[src/rtl/ram_burst_controller_pkg.sv]
// Shared encodings for the RAM burst controller: FSM states and the
// memory-request rw / op-size codes used on the mem_* interface.
package ram_burst_controller_pkg;

  typedef enum logic [2:0] {
    RBC_IDLE       = 3'd0,
    RBC_READ       = 3'd1,
    RBC_READ_TAIL  = 3'd2,
    RBC_WRITE      = 3'd3,
    RBC_WRITE_TAIL = 3'd4
  } rbc_state_e;

  localparam logic MEM_READ      = 1'b0;
  localparam logic MEM_WRITE     = 1'b1;
  localparam logic MEM_OP_BURST  = 1'b0;
  localparam logic MEM_OP_SINGLE = 1'b1;

endpackage

[src/rtl/ram_burst_controller.sv]
// Converts one granted memory request into a BURST_LEN-word line burst or a
// single-word access on a single-port synchronous block RAM.
module ram_burst_controller
  import ram_burst_controller_pkg::*;
#(
  parameter int unsigned DATA_WIDTH = 32,
  parameter int unsigned ADDR_WIDTH = 16,
  parameter int unsigned BURST_LEN  = 8
) (
  input  logic                  clk,
  input  logic                  rst_n,
  input  logic [31:0]           mem_addr,
  input  logic                  mem_enable,
  input  logic                  mem_rw,
  input  logic                  mem_op_size,
  input  logic [DATA_WIDTH-1:0] mem_write,
  output logic                  mem_write_req,
  output logic [DATA_WIDTH-1:0] mem_read,
  output logic                  mem_read_valid,
  output logic                  mem_last,
  output logic                  busy,
  output logic [ADDR_WIDTH-1:0] ram_addr,
  output logic                  ram_we,
  output logic [DATA_WIDTH-1:0] ram_wdata,
  input  logic [DATA_WIDTH-1:0] ram_rdata
);

  localparam int unsigned         CNT_W     = $clog2(BURST_LEN) + 1;
  localparam logic [ADDR_WIDTH-1:0] LINE_MASK = ~ADDR_WIDTH'(BURST_LEN - 1);
  localparam logic [CNT_W-1:0]    BURST_N   = CNT_W'(BURST_LEN);

  rbc_state_e            r_state, w_state_nxt;
  logic [ADDR_WIDTH-1:0] r_base, w_base_nxt;
  logic [CNT_W-1:0]      r_len, w_len_nxt;
  logic [CNT_W-1:0]      r_cnt, w_cnt_nxt;
  logic [CNT_W-1:0]      r_wcnt, w_wcnt_nxt;
  logic                  r_valid, w_valid_nxt;
  logic                  r_last, w_last_nxt;
  logic                  r_wreq, w_wreq_nxt;
  logic                  r_wpend, w_wpend_nxt;

  logic [ADDR_WIDTH-1:0] w_word;
  logic [ADDR_WIDTH-1:0] w_accept_base;
  logic [ADDR_WIDTH-1:0] w_addr;
  logic                  w_we;
  logic                  w_unused_addr_bits;

  assign w_word             = mem_addr[ADDR_WIDTH+1:2];
  assign w_unused_addr_bits = ^{mem_addr[31:ADDR_WIDTH+2], mem_addr[1:0]};
  assign w_accept_base      = (mem_op_size == MEM_OP_SINGLE) ? w_word : (w_word & LINE_MASK);

  always_ff @(posedge clk or negedge rst_n) begin
    if (!rst_n) begin
      r_state <= RBC_IDLE;
      r_base  <= '0;
      r_len   <= '0;
      r_cnt   <= '0;
      r_wcnt  <= '0;
      r_valid <= 1'b0;
      r_last  <= 1'b0;
      r_wreq  <= 1'b0;
      r_wpend <= 1'b0;
    end else begin
      r_state <= w_state_nxt;
      r_base  <= w_base_nxt;
      r_len   <= w_len_nxt;
      r_cnt   <= w_cnt_nxt;
      r_wcnt  <= w_wcnt_nxt;
      r_valid <= w_valid_nxt;
      r_last  <= w_last_nxt;
      r_wreq  <= w_wreq_nxt;
      r_wpend <= w_wpend_nxt;
    end
  end

  // A write beat lands one cycle after its request; dropping mem_enable kills it.
  assign w_we = ((r_state == RBC_WRITE) || (r_state == RBC_WRITE_TAIL)) && r_wpend && mem_enable;

  always_comb begin
    w_state_nxt = r_state;
    w_base_nxt  = r_base;
    w_len_nxt   = r_len;
    w_cnt_nxt   = r_cnt;
    w_wcnt_nxt  = r_wcnt;
    w_valid_nxt = 1'b0;
    w_last_nxt  = 1'b0;
    w_wreq_nxt  = 1'b0;
    w_wpend_nxt = 1'b0;
    unique case (r_state)
      RBC_IDLE: begin
        if (mem_enable) begin
          w_base_nxt = w_accept_base;
          w_len_nxt  = (mem_op_size == MEM_OP_SINGLE) ? CNT_W'(1) : BURST_N;
          w_wcnt_nxt = '0;
          if (mem_rw == MEM_WRITE) begin
            w_state_nxt = RBC_WRITE;
            w_wreq_nxt  = 1'b1;
            w_cnt_nxt   = CNT_W'(1);
          end else begin
            w_state_nxt = RBC_READ;
            w_cnt_nxt   = '0;
          end
        end
      end
      RBC_READ: begin
        if (!mem_enable) begin
          w_state_nxt = RBC_IDLE;
        end else begin
          w_valid_nxt = 1'b1;
          if (r_cnt == r_len - CNT_W'(1)) begin
            w_last_nxt  = 1'b1;
            w_state_nxt = RBC_READ_TAIL;
          end else begin
            w_cnt_nxt = r_cnt + CNT_W'(1);
          end
        end
      end
      RBC_WRITE: begin
        if (!mem_enable) begin
          w_state_nxt = RBC_IDLE;
        end else begin
          w_wpend_nxt = r_wreq;
          if (w_we) begin
            w_wcnt_nxt = r_wcnt + CNT_W'(1);
          end
          if (r_cnt == r_len) begin
            w_last_nxt  = 1'b1;
            w_state_nxt = RBC_WRITE_TAIL;
          end else begin
            w_wreq_nxt = 1'b1;
            w_cnt_nxt  = r_cnt + CNT_W'(1);
          end
        end
      end
      RBC_READ_TAIL,
      RBC_WRITE_TAIL: begin
        w_state_nxt = RBC_IDLE;
      end
      default: begin
        w_state_nxt = RBC_IDLE;
      end
    endcase
  end

  // Base is line-aligned for bursts, so base+k never leaves the line.
  assign w_addr = r_base + ((r_state == RBC_READ) ? ADDR_WIDTH'(r_cnt) : ADDR_WIDTH'(r_wcnt));

  assign ram_addr       = ((r_state == RBC_READ) || w_we) ? w_addr : '0;
  assign ram_we         = w_we;
  assign ram_wdata      = w_we ? mem_write : '0;
  assign mem_read       = r_valid ? ram_rdata : '0;
  assign mem_read_valid = r_valid;
  assign mem_last       = r_last;
  assign mem_write_req  = r_wreq;
  assign busy           = (r_state != RBC_IDLE);

endmodule

[config.mk]
export PLATFORM = sky130hd
export DESIGN_NAME = ram_burst_controller
export DESIGN_NICKNAME = d
export VERILOG_FILES = /design/src/rtl/ram_burst_controller_pkg.sv /design/src/rtl/ram_burst_controller.sv
export SDC_FILE = /design/constraint.sdc
export NUM_CORES = 1
export LEC_CHECK = 0
export ABC_AREA = 1
export ABC_CLOCK_PERIOD_IN_PS = 5800
export CAP_MARGIN = 10
export CORE_MARGIN = 2
export CORE_UTILIZATION = 30
export DETAILED_ROUTE_END_ITERATION = 7
export PLACE_DENSITY = 0.71
export SYNTH_ARGS = -nofsm -noshare
export SYNTH_HDL_FRONTEND = slang
export SYNTH_SLANG_ARGS = --single-unit
[constraint.sdc]
create_clock -name clk -period 5.8 [get_ports clk]
set_clock_uncertainty 0.1 [all_clocks]
set_input_delay 1.16 -clock clk [delete_from_list [all_inputs] [get_ports clk]]
set_output_delay 1.16 -clock clk [all_outputs]
set_load 0.02 [all_outputs]
## Yosys cells after proc, flatten, opt, wreduce, memory -nomap -nowiden

Index checks and enable logic that the tools add are counted.

| word-level totals | value |
|---|---|
| bits in registers | 35 |
| input port bits | 101 |
| output and inout port bits | 85 |

| operators by class | value |
|---|---|
| add/sub/neg operators | 4 |
| reduce and logical (&&, ||, !) cells | 12 |
| eq/ne operators | 13 |
| muxes and demuxes | 38 |

Operators with widths:

| kind | number |
|---|---|
| 2-to-1 mux 32 bit | 2 |
| 2-to-1 mux 4 bit | 10 |
| 2-to-1 mux 3 bit | 6 |
| adder 16 x 4 -> 16 bit | 1 |
| 2-to-1 mux 16 bit | 1 |
| 2-to-1 mux 1 bit | 13 |
| inequality test 2 bit (second input constant) | 6 |
| case mux 4 bit (3 select lines) | 1 |
| case mux 3 bit (3 select lines) | 1 |
| adder 4 x 1 -> 4 bit (second input constant) | 2 |
| == test 4 bit | 2 |
| case mux 4 bit (2 select lines) | 1 |
| AND reduction 6 bit | 1 |
| nonzero test 3 bit | 2 |
| case mux 1 bit (2 select lines) | 2 |
| AND reduction 4 bit | 1 |
| subtractor 4 x 1 -> 4 bit (second input constant) | 1 |
| == test 3 x 1 -> 1 bit (second input constant) | 1 |
| == test 3 x 2 -> 1 bit (second input constant) | 1 |
| == test 3 bit (second input constant) | 1 |
| logical NOT 3 bit | 1 |
| inequality test 3 x 2 -> 1 bit (second input constant) | 1 |
| inequality test 3 bit (second input constant) | 1 |
| AND reduction 3 bit | 1 |
| 5 further kinds | 7 |

## Depth between registers and ports, before layout

Gate-level depths: netlist of the first run.

| logic depth | value |
|---|---|
| word-level depth | 7 |
| depth in mapped cells | 18 |
| mapped depth without buffers | 17 |

## Least setup slack after synthesis of the first run

OpenSTA, ideal clock, no wires.

| timing | value |
|---|---|
| path type | register to output |
| start | reg r_state[2] |
| end | out ram_addr[14] |
| path buffers | 1 |
| data arrival time | 2.504 ns |
| cell stages (with the launch flop) | 17 |
| setup slack | 2.036 ns |
| data required time | 4.540 ns |
| path through | dfrtp_1 > nor2_4 > nand2_1 > buf_2 > o21ai_0 > ha_1 > inv_1 > fa_1 > inv_1 > nand3_1 > nand2_1 > nand2_1 > nor2_1 > nand3b_1 > nand2_1 > nand2_1 > nor2_1 |

| between the ends | value |
|---|---|
| word-level cells in the longest chain between the ends | 6 |
| elaborated cells on any way between the ends | 10 |
| classes of those cells | add/sub: 1; eq/ne: 3; mux: 2; reduce/logical: 4 |

Ends and longest elaborated chain:

| element | RTL line | RTL |
|---|---|---|
| from (decl) | ram_burst_controller.sv:32 | `rbc_state_e r_state, w_state_nxt;` |
| from (signal assigned) | ram_burst_controller.sv:64 | `r_state <= w_state_nxt;` |
| parallel branches: the longest is 5 deep, another holds adder 16 x 4 -> 16 bit | -- |  |
| 2-to-1 mux 16 bit (*) | ram_burst_controller.sv:148 | `assign ram_addr = ((r_state == RBC_READ) \|\| w_we) ? w_addr : '0;` |
| to (decl) | ram_burst_controller.sv:22 | `output logic [ADDR_WIDTH-1:0] ram_addr,` |

Every way passes the cells marked *.

## Worst setup path in the final report of the first run

Ends and elaborated chain as after synthesis.

==> results.yml, run 1 <==
status:
  status: "complete, no violations"
floorplanning:
  std_cell_rows: 34
  fp.dieW_um: 98.1
  fp.dieArea_sq_um: 9630
  core-area_sq_um: 8680
  die_y_um: 98.1
  io_pins: 186
  start_util: 0.306
finish:
  area_growth_pct: 69.7
  drive_gt1_frac: 0.0472
  final_cells: 701
  diodes: 0
  fill_cells: 865
  final_nets: 702
clock_tree:
  cts_resized: 0
  htreeDepth: 2
  cts_root_buf: "clkbuf_8"
  cts_buffer_depth: 2
  cts_hold_buf: 0
  clk_latency_ns: 0.28
  cts_buffers: 5
  clock_sinks: 33
  postCtsSetupBuffers: 0
  path_clk_slew_ns: 0.06
  cts_tree: "done"
global_route:
  grt_pass1_wl_um: 13800
  overflow: 0
  grt_pass1_vias: 2905
  antenna_found_initial: 0
  grt_use_total: 0.172
  grt_max_degree: 35
drt:
  first_pass_iters: 4
  wirelength_um: 8350
  postRouteAntennaNets: 0
  drt_iter0_markers: 151
  drt-vias-per-instance: 4.39
  drc: 0
  vias: 3074
  detail_route.wl_per_cell_um: 11.9
synth:
  ys_async_sr_fraction: 1.00
  post-synth-top-area-cell: "dfrtp_1"
  synthCells: 427
  synth_area_leaders: "dfrtp_1 (31%), nand2_1 (18%), inv_1 (14%), nor2_1 (8.9%), ha_1 (3.3%)"
  synth.top_cell.area_share: 0.311
  ys_seq_elements: 33
  ys_top_cells_by_count: "nand2_1 (129), inv_1 (96), nor2_1 (63)"
  synth_area_per_cell_sq_um: 6.23
  ys_types: 32
  synth_nets: 536
  synth_area_sq_um: 2660
  yosysMostFrequentCell: "nand2_1"
  postSynth.topFlopCell: "dfrtp_1"
  synth_edf_count: 0
  yosys_warnings: 0
  seq_area_frac_synth: 0.311
place:
  gp_congestion: 0.877
  port_buffers: 169
  hpwl_um: 6800
  dp_cells: 694
sta:
  final-setup-viol-count: 0
  maxSlewViolCount: 0
  rsz0062_at_grt: "no"
  fin_crit_sh: 0.834
  worst_pin_slew_ns: 0.939
  finalSetupTns_ns: 0
  fmax_mhz: 207
  fin_crit_ns: 4.84
  relSlewSlack: 0.374
  hold_viol_final: 0
hold_path:
  hold_path.class: "register to register"
worst_setup_path:
  critPathRequiredTime_ns: 4.54
  critPathCaptureType: "output port"
  cp-start-kind: "register"
  arrival_ns: 3.58
  crit_fanout: 11
  critPathKind: "register to output port"
power_and_ir_drop:
  vdd_drop_max_v: 0.000110
  power_uw: 1400
  power_density_nw_per_um2: 311
  p_leak_uw: 0.00235
run:
  maxCapViolations: 0
==> critical path, stage by stage, from the launching register on <==
cell	delay [ns]
dfrtp_1	0.41
nor2_4	0.21
nand2_1	0.28
o21ai_0	0.25
ha_1	0.23
inv_1	0.07
fa_1	0.36
inv_1	0.09
nand3_1	0.07
nand2_1	0.11
nand2_1	0.10
nor2_1	0.17
nand3b_1	0.13
nand2_1	0.07
nand2_1	0.04
nor2_1	0.09
clkdlybuf4s50_1	0.61
==> cell type report <==
cell class,count,area [sq um],share of cell area
Tap cell,108,135,0.0299
Multi-Input combinational cell,285,1400,0.310
Inverter,98,368,0.0815
Clock buffer,7,86.3,0.0191
Timing Repair Buffer,170,1700,0.376
Sequential cell,33,826,0.183
==> registers in the layout, summed over array words and instances, names as in the netlist <==
name / count
r_state: 3
mem_last: 1
mem_read_valid: 1
r_cnt: 4
mem_write_req: 1
r_len: 2
r_wcnt: 4
r_base: 16
r_wpend: 1
==> cells by family after synthesis <==
kind of cell    Yosys count  share of synthesized area
compound gates           39                     0.0875
buf+inv                 109                      0.163
xor+xnor                  7                     0.0231
flops                    33                      0.311
fa+ha+maj                 8                     0.0405
simple gates            231                      0.375
==> power breakdown <==
| group | internal [uW] | switching (uW) | total [uW] |
|---|---|---|---|
| clock network | 94.1 | 79.9 | 174 |
| registers | 315 | 114 | 429 |
| logic | 345 | 456 | 801 |
| total | 754 | 649 | 1400 |
==> stage by stage <==
stage	utilization	hold slack (ns)	setup WS, ns	area [sq um]
final	0.520	0.411	0.962	4510
after floorplan	-	0.365	2.04	2660
after global placement	0.510	0.401	1.22	4430
after CTS	0.520	0.414	0.962	4510
after global routing	0.520	0.468	0.636	4510
after detailed placement	0.510	0.404	1.20	4430
==> cells in the final DEF, fill, tap and decap left out, types with 7 or more instances in the layout <==
cell,synthesis,routed
nand2_1,129,129
nand4_1,8,8
nand3_1,14,14
a21oi_1,12,12
clkdlybuf4s50_1,0,169
o21ai_0,14,14
inv_1,96,96
ha_1,7,7
nor2_1,63,63
dfrtp_1,33,33
==> final timing paths <==
path / to / from / slack [ns] / cells after the start
max: ram_addr[14] / r_state[2] / 0.96 / 16
min: r_wpend / mem_write_req / 0.41 / 2
max reg2reg: r_base[0] / r_state[1] / 3.90 / 5
min reg2reg: r_wpend / mem_write_req / 0.41 / 2
max in group asynchronous: r_base[15] / rst_n / 4.11 / 2
min in group asynchronous: r_base[11] / rst_n / 1.17 / 2
==> metal layers <==
| layer | GRT usage | vias up | wire (um) |
|---|---|---|---|
| met2 | 0.303 | 110 | 4010 |
| met4 | 0.0632 | 0 | 198 |
| li1 | - | 1602 | - |
| met5 | 0 | - | 0 |
| met3 | 0.0251 | 17 | 481 |
| met1 | 0.215 | 1345 | 3660 |
Power figures use the tool's default switching activity.
==> run 2: changes to the inputs <==
Settings changed: ABC_CLOCK_PERIOD_IN_PS 5800 to 4700.
Clock period 5.8 ns to 4.7 ns, I/O delays scaled along.
==> run 2 against run 1 <==
Hold slack better by 0.0040 ns. First-iteration DRC count fell by 17%. Global-route usage decreased by 0.054 points. Register-to-register slack got worse by 1.1 ns. Non-clock buffer count rose by 2. Die area unchanged. Sequential share of layout area shrank 0.13 points. Critical path type unchanged.
==> results.yml, run 2 (synthesis gave the netlist of run 1 again) <==
sta:
  fin_crit_ns: 4.36
  rsz0062_at_grt: "no"
  fin_crit_sh: 0.928
  final-setup-viol-count: 0
  maxSlewViolCount: 0
  hold_ws_ns: 0.415
  hold_viol_final: 0
  fmax_mhz: 229
  worst_pin_slew_ns: 0.936
  relSlewSlack: 0.376
  finalSetupTns_ns: 0
finish:
  diodes: 0
  reg.largest.list: "r_base (16), r_cnt (4), r_wcnt (4)"
  final_cell_mix: "clkdlybuf4s50_1 (168), nand2_1 (129), inv_1 (96), nor2_1 (63), dfrtp_1 (33)"
  area_growth_pct: 71.0
  top_register: "r_base"
  finalInstanceArea_sq_um: 4550
  layout_commonest_cell: "clkdlybuf4s50_1"
  largest_reg_flops: 16
  fill_cells: 840
  final_cells: 704
  drive_gt1_frac: 0.0537
  final_nets: 704
power_and_ir_drop:
  clkPwrFrac: 0.134
  p_leak_uw: 0.00238
  p_int_uw: 952
  power_density_nw_per_um2: 388
  switching_share: 0.461
  vdd_drop_max_v: 0.000151
  p_comb_frac: 0.566
  power_uw: 1760
  seqPwrFrac: 0.300
  p_switching_uw: 812
worst_setup_path:
  critPathKind: "register to output port"
  r2r-end: "r_base[2]"
  cp-start-kind: "register"
  arrival_ns: 3.32
  reg2reg_depth: 5
  critPathRequiredTime_ns: 3.66
  ff2ff_setup_slack_ns: 2.77
  r2r-start: "r_state[1]"
  critPathCaptureType: "output port"
  crit_fanout: 6
place:
  port_buffers: 169
  placed_area_sq_um: 4440
  hpwl_um: 6870
  gp_congestion: 0.858
  dp_cells: 696
clock_tree:
  clock_sinks: 33
  cts_root_buf: "clkbuf_8"
  clk_latency_ns: 0.28
  path_clk_slew_ns: 0.07
  cts_tree: "done"
  htreeDepth: 2
  cts_buffers: 5
  cts_buffer_depth: 2
  postCtsSetupBuffers: 0
global_route:
  antenna_found_initial: 0
  grt_use_total: 0.172
  grt_max_degree: 34
  grt_pass1_wl_um: 13600
  grt_pass1_vias: 2949
  overflow: 0
drt:
  wirelength_um: 8410
  first_pass_iters: 4
  vias: 3111
  drt_iter0_markers: 126
  detail_route.wl_per_cell_um: 11.9
  postRouteAntennaNets: 0
  drc: 0
  drt-vias-per-instance: 4.42
floorplanning:
  die_y_um: 98.1
  io_pins: 186
  core-area_sq_um: 8680
  fp.dieW_um: 98.1
  std_cell_rows: 34
  start_util: 0.306
  fp.dieArea_sq_um: 9630
hold_path:
  min_from: "mem_write_req"
  hold_end: "r_wpend"
  min_delay_path_depth: 2
  hold_path.class: "register to register"
status:
  status: "complete, no violations"
run:
  maxCapViolations: 0
-- run 2: changes by cell type in the layout (fill, tap and decap cells not counted), sizes merged --
cell,previous run,this run
buf,1,3
clkdlybuf4s50,169,168
clkinv,0,1
dlymetal6s2s,0,1
-- run 2: how the worst max path moves through the flow --
stage	startpoint	end	slack, ns	cells after the start
final	r_state[2]	ram_addr[12]	0.34	14
after detailed placement	r_state[2]	ram_addr[14]	0.56	16
after global routing	r_state[2]	ram_addr[12]	0.02	14
after global placement	r_state[2]	ram_addr[14]	0.61	16
after floorplan	r_state[2]	ram_addr[14]	1.16	16
after CTS	r_state[2]	ram_addr[14]	0.24	16
-- run 2: per-layer routing --
layer | global-route usage | routed length, um | vias up | part of all wire
li1 | - | - | 1608 | -
met1 | 0.208 | 3580 | 1368 | 0.43
met2 | 0.304 | 4080 | 115 | 0.49
met5 | 0 | 0 | - | 0
met4 | 0.0643 | 262 | 0 | 0.031
met3 | 0.0308 | 491 | 20 | 0.058
-- run 2: timing repair --
item,CTS,global route
resized for setup,0,1
hold endpoints to repair,0,0
setup endpoints to repair,0,1
hold buffers,0,0
-- run 2: metrics by stage --
step	utilization	setup slack (ns)
3_5_place_dp	0.512	0.558
3_3_place_gp	0.512	0.614
6_report	0.524	0.338
2_1_floorplan	-	1.16
4_1_cts	0.524	0.238
5_1_grt	0.524	0.0240
-- run 2: cell type report --
class                      count  area (sq um)  share of cell area
inverter                      98           368              0.0809
multi-input combinational    285          1400               0.308
clock inverter                 1          5.00             0.00110
tap                          108           135              0.0297
timing repair buffer         172          1720               0.378
clock buffer                   7          96.3              0.0212
sequential                    33           826               0.182
-- run 2: power groups by stage --
| stage | clock network, uW | registers, uW | logic, uW |
|---|---|---|---|
| finish | 237 | 529 | 999 |
| detailed placement | 0 | 529 | 1000 |
| global placement | 0 | 524 | 978 |
| CTS | 243 | 525 | 1000 |
| floorplan | 0 | 487 | 644 |
| global route | 256 | 546 | 1110 |
-- run 2: critical path, cell delays in order, from the launching register on --
cell and delay, ns:
dfrtp_1 0.42, nor2_4 0.21, nand2_1 0.14, o21ai_0 0.19, ha_1 0.23, inv_1 0.07, fa_1 0.36, inv_1 0.10
nand3_1 0.07, nand2_1 0.11, nand2_1 0.10, nor3_2 0.22, a21oi_1 0.10, nor2_1 0.11, clkdlybuf4s50_1 0.61
==> run 3: changes to the inputs <==
Settings changed: RECOVER_POWER set to 50.
==> run 3 against run 2 <==
The run now ends with max-capacitance violations, max-slew violations left. Fmax is essentially flat. Utilization decreased by 0.35 points. Sequential power barely moved. Flip-flop and latch count unchanged. Total power decreased by 1.3%. Critical endpoint unchanged. Largest cell class unchanged.
==> results.yml, run 3 (synthesis gave the netlist of run 1 again) <==
status:
  status: "finished with violations"
  violations: "max-capacitance violations, max-slew violations"
finish:
  layout_commonest_cell: "clkdlybuf4s50_1"
  final_cells: 704
  multi_input_area_sq_um: 1370
  area_growth_pct: 69.8
  largest_reg_flops: 16
  final_cell_mix: "clkdlybuf4s50_1 (157), nand2_1 (130), inv_1 (97), nor2_1 (64), dfrtp_1 (33)"
  drive_gt1_frac: 0.0436
  reg.largest.list: "r_base (16), r_cnt (4), r_wcnt (4)"
  final_nets: 704
  diodes: 0
  fill_cells: 845
  seq_area_sq_um: 826
  top_register: "r_base"
sta:
  rsz0062_at_grt: "no"
  worst_pin_slew_ns: 1.69
  fin_ws_ns: 0.338
  final-setup-viol-count: 0
  fin_crit_ns: 4.36
  fmax_mhz: 229
  finalSetupTns_ns: 0
  hold_ws_ns: 0.411
  fin_crit_sh: 0.928
  maxSlewViolCount: 34
  relSlewSlack: -0.125
  hold_viol_final: 0
global_route:
  grt_pass1_vias: 2949
  grt_pass1_wl_um: 13600
  grt.busiest_layer: "met2"
  grt_util_met3: 0.0308
  grt_use_total: 0.172
  overflow: 0
  met2_usage: 0.304
  grtUsageMet1: 0.208
  antenna_found_initial: 0
  grt_max_degree: 34
worst_setup_path:
  critPathRequiredTime_ns: 3.66
  path_delay_family: "simple AND/OR/NAND/NOR gates"
  cp-start-kind: "register"
  arrival_ns: 3.32
  slowest_delay_ns: 0.61
  cpMostUsedCell: "nand2_1"
  crit_fanout: 6
  critPathCaptureType: "output port"
  critPathKind: "register to output port"
  ff2ff_setup_slack_ns: 1.66
  crit_chain: "nor2_4 -> nand2_1 -> o21ai_0 -> ha_1 -> inv_1 -> fa_1 -> inv_1 -> nand3_1 -> nand2_1 -> nand2_1 -> nor3_2 -> a21oi_1 -> nor2_1 -> clkdlybuf4s50_1"
  critPathBufInv: 3
  slowest_stage: "clkdlybuf4s50_1"
clock_tree:
  clk_latency_ns: 0.28
  cts_buffers: 5
  path_clk_slew_ns: 0.07
  cts_root_buf: "clkbuf_8"
  cts_hold_buf: 0
  cts_resized: 0
  postCtsSetupBuffers: 0
  clock_sinks: 33
  htreeDepth: 2
  cts_tree: "done"
  cts_buffer_depth: 2
floorplanning:
  io_pins: 186
  die_y_um: 98.1
  fp.dieArea_sq_um: 9630
  core-area_sq_um: 8680
  fp.dieW_um: 98.1
  std_cell_rows: 34
  start_util: 0.306
drt:
  vias: 3120
  postRouteAntennaNets: 0
  drc: 0
  wirelength_um: 8400
  drt-vias-per-instance: 4.43
  first_pass_iters: 4
  drt_iter0_markers: 149
  detail_route.wl_per_cell_um: 11.9
place:
  port_buffers: 169
  place_ws_ns: 0.558
  dp_cells: 696
  gp_congestion: 0.858
  hpwl_um: 6870
power_and_ir_drop:
  power_density_nw_per_um2: 386
  p_leak_uw: 0.00240
  power_uw: 1740
  vdd_drop_max_v: 0.000148
run:
  maxCapViolations: 1
hold_path:
  hold_path.class: "register to register"
-- run 3: area by class of cell --
type | instances | share of cell area
inverter | 98 | 0.0815
timing repair buffer | 172 | 0.379
tap | 108 | 0.0299
clock inverter | 1 | 0.00111
clock buffer | 7 | 0.0213
sequential | 33 | 0.183
multi-input combinational | 285 | 0.304
-- run 3: power breakdown --
| part | total (uW) | switching, uW | internal, uW | leakage [uW] |
|---|---|---|---|---|
| combinational | 975 | 558 | 418 | 0.00192 |
| sequential | 529 | 140 | 388 | 0.000424 |
| clock | 238 | 106 | 132 | 0.0000542 |
| total | 1740 | 804 | 938 | 0.00240 |
-- run 3: final timing paths --
kind                          startpoint            to  depth (start not counted)
setup / recovery              r_state[2]  ram_addr[12]                         14
setup reg to reg              r_state[1]      r_cnt[0]                          7
min in group asynchronous          rst_n    r_base[14]                          2
max in group asynchronous          rst_n     r_base[4]                          2
hold reg to reg            mem_write_req       r_wpend                          2
hold / removal             mem_write_req       r_wpend                          2
-- run 3: per-stage QoR --
stage               utilization  area, sq um
global route              0.520         4520
detailed placement        0.512         4440
CTS                       0.524         4540
global placement          0.512         4440
floorplan                     -         2660
finish                    0.520         4520
-- run 3: worst min-delay path, stage by stage (launching register included) --
cell and delay [ns]:
dfrtp_1 0.37, nand2_1 0.06, nor2_1 0.04
-- run 3: layer usage --
layer,share of wire,vias up,wire (um)
met2,0.48,119,4060
met4,0.031,0,263
li1,-,1606,-
met1,0.43,1375,3570
met3,0.060,20,503
met5,0,-,0
